$ cat config.mk
export PLATFORM = sky130hd
export DESIGN_NAME = bus_source_arbiter
export DESIGN_NICKNAME = d
export VERILOG_FILES = /design/src/rtl/bus_source_arbiter.sv
export SDC_FILE = /design/constraint.sdc
export NUM_CORES = 1
export LEC_CHECK = 0
export BUFFER_PORTS_ARGS = -buffer_cell sky130_fd_sc_hd__clkbuf_2
export CORE_ASPECT_RATIO = 1.4
export CORE_MARGIN = 2
export CORE_UTILIZATION = 64
export CTS_CLUSTER_SIZE = 12
export DETAILED_ROUTE_END_ITERATION = 10
export PLACE_DENSITY = 0.84
export REMOVE_ABC_BUFFERS = 1
export SETUP_SLACK_MARGIN = 0.02
export SLEW_MARGIN = 40
export SYNTH_ARGS = -nofsm -noshare
export SYNTH_HDL_FRONTEND = slang
export SYNTH_SLANG_ARGS = --single-unit
$ cat constraint.sdc
create_clock -name clock -period 6.2 [get_ports clock]
set_input_delay 0 -clock clock [delete_from_list [all_inputs] [get_ports clock]]
set_output_delay 0 -clock clock [all_outputs]
set_load 0.1 [all_outputs]
$ cat src/rtl/bus_source_arbiter.sv
// Round-robin owner arbiter that produces the registered 24-source bus select code and one-hot grant.
// Optional sticky multi-request flag is built only when BUS_CONFLICT_DETECT_EN is defined.
module bus_source_arbiter #(
  parameter int             NUM_SRC   = 24,
  parameter int             SEL_W     = 5,
  parameter logic [SEL_W-1:0] IDLE_CODE = 5'd31
) (
  input  logic               clock,
  input  logic               clear,
  input  logic [NUM_SRC-1:0] out_req,
  input  logic               conflict_clr,
  output logic [SEL_W-1:0]   Sout,
  output logic [NUM_SRC-1:0] grant,
  output logic               bus_busy,
  output logic               conflict
);

  typedef enum logic [0:0] {
    ST_IDLE  = 1'b0,
    ST_OWNED = 1'b1
  } st_t;

  localparam logic [SEL_W-1:0]   LAST_RST = SEL_W'(NUM_SRC - 1);
  localparam logic [NUM_SRC-1:0] ONE_HOT0 = NUM_SRC'(1);

  st_t                st_q, st_d;
  logic [SEL_W-1:0]   owner_q, owner_d;
  logic [SEL_W-1:0]   last_q, last_d;
  logic [SEL_W-1:0]   sout_q, sout_d;
  logic [NUM_SRC-1:0] grant_q, grant_d;
  logic               busy_q, busy_d;
  logic [SEL_W:0]     pick_s;
  logic               need_arb_s;

  // Returns {found, index} of the first request after 'last', wrapping modulo NUM_SRC.
  function automatic logic [SEL_W:0] rr_pick(input logic [NUM_SRC-1:0] req,
                                             input logic [SEL_W-1:0]   last);
    logic [SEL_W:0]   res;
    logic [SEL_W-1:0] sel;
    int               idx;
    res = '0;
    for (int i = NUM_SRC; i >= 1; i--) begin
      idx = (int'(last) + i) % NUM_SRC;
      sel = SEL_W'(idx);
      if (req[sel]) begin
        res = {1'b1, sel};
      end else begin
        res = res;
      end
    end
    return res;
  endfunction

  // Ownership and round-robin next state; outputs precomputed so they leave a register.
  always_comb begin
    st_d       = st_q;
    owner_d    = owner_q;
    last_d     = last_q;
    need_arb_s = 1'b0;
    pick_s     = rr_pick(out_req, last_q);

    case (st_q)
      ST_IDLE:  need_arb_s = 1'b1;
      ST_OWNED: begin
        if (out_req[owner_q]) begin
          need_arb_s = 1'b0;
        end else begin
          need_arb_s = 1'b1;
        end
      end
      default:  need_arb_s = 1'b1;
    endcase

    // Release re-arbitrates on the same edge, so a waiting source sees no idle bubble.
    if (need_arb_s) begin
      if (pick_s[SEL_W]) begin
        st_d    = ST_OWNED;
        owner_d = pick_s[SEL_W-1:0];
        last_d  = pick_s[SEL_W-1:0];
      end else begin
        st_d    = ST_IDLE;
      end
    end else begin
      st_d = st_q;
    end

    if (st_d == ST_OWNED) begin
      sout_d  = owner_d;
      grant_d = ONE_HOT0 << owner_d;
      busy_d  = 1'b1;
    end else begin
      sout_d  = IDLE_CODE;
      grant_d = '0;
      busy_d  = 1'b0;
    end
  end

  // State and output registers; clear drops ownership regardless of requests.
  always_ff @(posedge clock) begin
    if (clear) begin
      st_q    <= ST_IDLE;
      owner_q <= '0;
      last_q  <= LAST_RST;
      sout_q  <= IDLE_CODE;
      grant_q <= '0;
      busy_q  <= 1'b0;
    end else begin
      st_q    <= st_d;
      owner_q <= owner_d;
      last_q  <= last_d;
      sout_q  <= sout_d;
      grant_q <= grant_d;
      busy_q  <= busy_d;
    end
  end

`ifdef BUS_CONFLICT_DETECT_EN
  logic conflict_q, conflict_d;

  // popcount >= 2 is equivalent to clearing the lowest set bit leaving something behind.
  function automatic logic multi_req(input logic [NUM_SRC-1:0] req);
    return |(req & (req - ONE_HOT0));
  endfunction

  // Sticky flag: a new multi-request beats a simultaneous clear.
  always_comb begin
    if (multi_req(out_req)) begin
      conflict_d = 1'b1;
    end else if (conflict_clr) begin
      conflict_d = 1'b0;
    end else begin
      conflict_d = conflict_q;
    end
  end

  // Conflict flag register.
  always_ff @(posedge clock) begin
    if (clear) begin
      conflict_q <= 1'b0;
    end else begin
      conflict_q <= conflict_d;
    end
  end

  assign conflict = conflict_q;
`else
  logic unused_conflict_clr;
  assign unused_conflict_clr = conflict_clr;
  assign conflict            = 1'b0;
`endif

  assign Sout     = sout_q;
  assign grant    = grant_q;
  assign bus_busy = busy_q;

endmodule
==> flow_metrics.tcl <==
set metrics [dict create \
    status "complete, no violations" \
    required_ns 6.38 \
    postRouteWirelength_mm 35.5 \
    yosys.cell_types.count 107 \
    fin_crit_sh_pct 95.6 \
    grt_util_met3_pct 6.49 \
    via_count_of_the_first_global_routing_pass 9727 \
    async_reset_ff_share_pct 0 \
    setup.worst_path.start "last_q[2]$_SDFFE_PP1P_" \
    core_area_um2 13800 \
    num_clock_sinks 40 \
    diodes 0 \
    antenna_left 0 \
    chipWidth_um 104 \
    grt_util_met1_pct 53.1 \
    postSynthAreaPerCell_um2 7.89 \
    busiest_layer "met2" \
    count_of_routing_violations_after_the_opening_detailed_route_iteration 1096 \
    global_route.usage.met2_pct 80.3 \
    reg2reg_setup_slack_ns 0.27 \
    finalSetupViolCount 0 \
    io_pins 58 \
    final_cell_mix "sky130_fd_sc_hd__buf_4 (81), sky130_fd_sc_hd__nor2_1 (72), sky130_fd_sc_hd__nand2_1 (68)" \
    htree_levels 2 \
    worst-setup-path-type "reg -> reg" \
    first_pass_grt_wire_length_mm 54.8 \
    cts_tree "yes" \
    clkSlewWorstSetupHoldPaths_ns 0.06 \
    final_min_period_ns 5.93 \
    critical_path_capture_point_type "register" \
    crit_path_start_kind "register" \
    ff_latch_area_um2 805 \
    critical_path.max_stage_delay_ns 0.51 \
    drv.max_cap_violation_count 0 \
    holdWs_ns 0.0713 \
    hold_violations 0 \
    crit-reg2reg-launch "last_q[2]$_SDFFE_PP1P_" \
    sequential_to_total_area_share_from_yosys_stat_pct 8.95 \
    cts_made_buffers 5 \
    clkLatencyLatePin_ns 0.29 \
    dr_total_vias 10434 \
    post_synth_main_area_contributors "sky130_fd_sc_hd__mux4_2 (9.6%), sky130_fd_sc_hd__dfxtp_1 (9.0%), sky130_fd_sc_hd__ha_1 (6.3%)" \
    holdBufCountCts 0 \
    layout_commonest_cell "sky130_fd_sc_hd__buf_4" \
    fmax_mhz 169 \
    buffer_ports.inserted 55 \
    post_route_cells_drive_above_1_share_pct 21.8 \
    yosysTopAreaCell "sky130_fd_sc_hd__mux4_2" \
    number_of_antenna_violations_at_the_first_check_in_global_routing 0 \
    crit_path_top_delay_cell "sky130_fd_sc_hd__nor4b_1" \
    tightest_slew_ns 0.811 \
    fill_cells 1131 \
    cells_after_synthesis 1134 \
    post_synthesis_to_final_layout_area_growth_pct 11.3 \
    fin_skew_ns 0.00979 \
    post_drt_via_cell_ratio 7.48 \
    cp_cell_sequence "clkinvlp_4, ha_2, a21oi_2, xnor2_1, nor2_1, ha_1, a211oi_1, a211oi_1, o211ai_1, and4b_1, nor4b_1, nand4_1, o41ai_4, buf_4, buf_4, nor2_1, o31a_1, nor3b_2, nor4b_2" \
    row_count 51 \
    detailedPlacementHpwl_mm 27.7 \
    routed_wire_length_per_instance_um 25.4 \
    synth_warn 0 \
    die_footprint_um2 15000 \
    report.final.slew_viol_count 0 \
    rsz_0062_raised_after_global_routing "no" \
    critical_path.max_fanout 11 \
    gr-usage-all-layers_pct 46.8 \
    root_buffer "sky130_fd_sc_hd__clkbuf_16" \
    synth_edf_count 0 \
    place.gp.congestion 1.12 \
    ys_seq_elements 40 \
    grt.overflow.total 0 \
    combined_buffer_and_inverter_count_along_the_critical_path 3 \
    dominantRegCellSynth "sky130_fd_sc_hd__dfxtp_1" \
    grt_start_max_net_pins 45 \
    slew_headroom_pct 44.4 \
    die_h_um 144 \
    multi_input_area_um2 7660 \
    arrival_ns 6.11 \
    holdCritPathClass "in -> reg" \
    drcViolationCount 0 \
    worst_hold_startpoint "clear" \
    fin_nets 1280 \
    clock_tree.buffer_depth 2 \
    final_core_util_pct 72.2 \
    synth_largest_type_area_fraction_pct 9.57 \
    firstDrtPassIters 6 \
    start_util_pct 64.9 \
    syn_area_um2 8940 \
    crit_family "simple AND/OR/NAND/NOR gates" \
]
## Yosys cell counts, types with 30 or more instances
cell type and number:
sky130_fd_sc_hd__a21oi_1 59, sky130_fd_sc_hd__inv_1 36, sky130_fd_sc_hd__mux2i_1 43, sky130_fd_sc_hd__dfxtp_1 40, sky130_fd_sc_hd__nand3_1 37, sky130_fd_sc_hd__buf_2 30
sky130_fd_sc_hd__ha_1 45, sky130_fd_sc_hd__nand2_1 68, sky130_fd_sc_hd__nor2_1 73, sky130_fd_sc_hd__o21ai_0 55, sky130_fd_sc_hd__nor3_1 42, sky130_fd_sc_hd__mux4_2 38
## sequential cells by signal (all words and copies together) (netlist names)
name / flops
grant: 24
owner_q: 5
last_q: 5
Sout: 5
st_q: 1
## final timing paths
check / to / cells after the start
setup reg to reg: grant[9]$_SDFF_PP0_ / 19
hold reg to reg: last_q[1]$_SDFFE_PP1P_ / 2
setup / recovery: grant[9]$_SDFF_PP0_ / 19
hold / removal: owner_q[2]$_SDFF_PP0_ / 2
## logic make-up (layout without fill, tap and decap cells)
| family | Yosys count | count (layout) | synth area share (%) |
|---|---|---|---|
| AND/OR/NAND/NOR | 413 | 413 | 25.7 |
| AO/OA/AOI/OAI | 382 | 382 | 31.6 |
| multiplexers | 114 | 114 | 18.6 |
| buffers and inverters | 110 | 185 | 5.71 |
| adder cells (fa/ha/maj) | 45 | 45 | 6.29 |
| flip-flops | 40 | 40 | 8.95 |
| XOR/XNOR | 29 | 29 | 3.01 |
| other | 1 | 1 | 0.0419 |
## routing by layer
metal | vias to the layer above | wire [µm]
li1 | 4624 | -
met1 | 4860 | 12000
met2 | 730 | 16700
met3 | 220 | 3480
met4 | 0 | 3340
met5 | - | 0
## timing repair
item / 4_1_cts / 5_1_grt
endpoints found under the hold margin: 0 / 0
setup endpoints to repair: 0 / 24
gates resized for setup: 0 / 9
buffers inserted: 0 / 2
## area by class of cell
class | count | share of cell area, %
Tap cell | 185 | 2.33
Sequential cell | 40 | 8.08
Timing Repair Buffer | 136 | 8.87
Inverter | 41 | 1.62
Clock inverter | 3 | 0.905
Multi-Input combinational cell | 984 | 76.9
Clock buffer | 5 | 1.26
## metrics by stage
step | worst slack (ns) | TNS, ns | cell area [µm²] | cells
after floorplan | -0.781 | -22.36 | 8590 | 1065
after global placement | 0.468 | 0 | 9690 | 1384
after detailed placement | 0.252 | 0 | 9690 | 1384
after CTS | 0.193 | 0 | 9910 | 1392
after global routing | 0.0576 | 0 | 9950 | 1394
final | 0.271 | 0 | 9950 | 1394
Power is left out: the tool's default activity adds up to more than one toggle a clock period on the data nets, which glitch-free logic cannot reach.
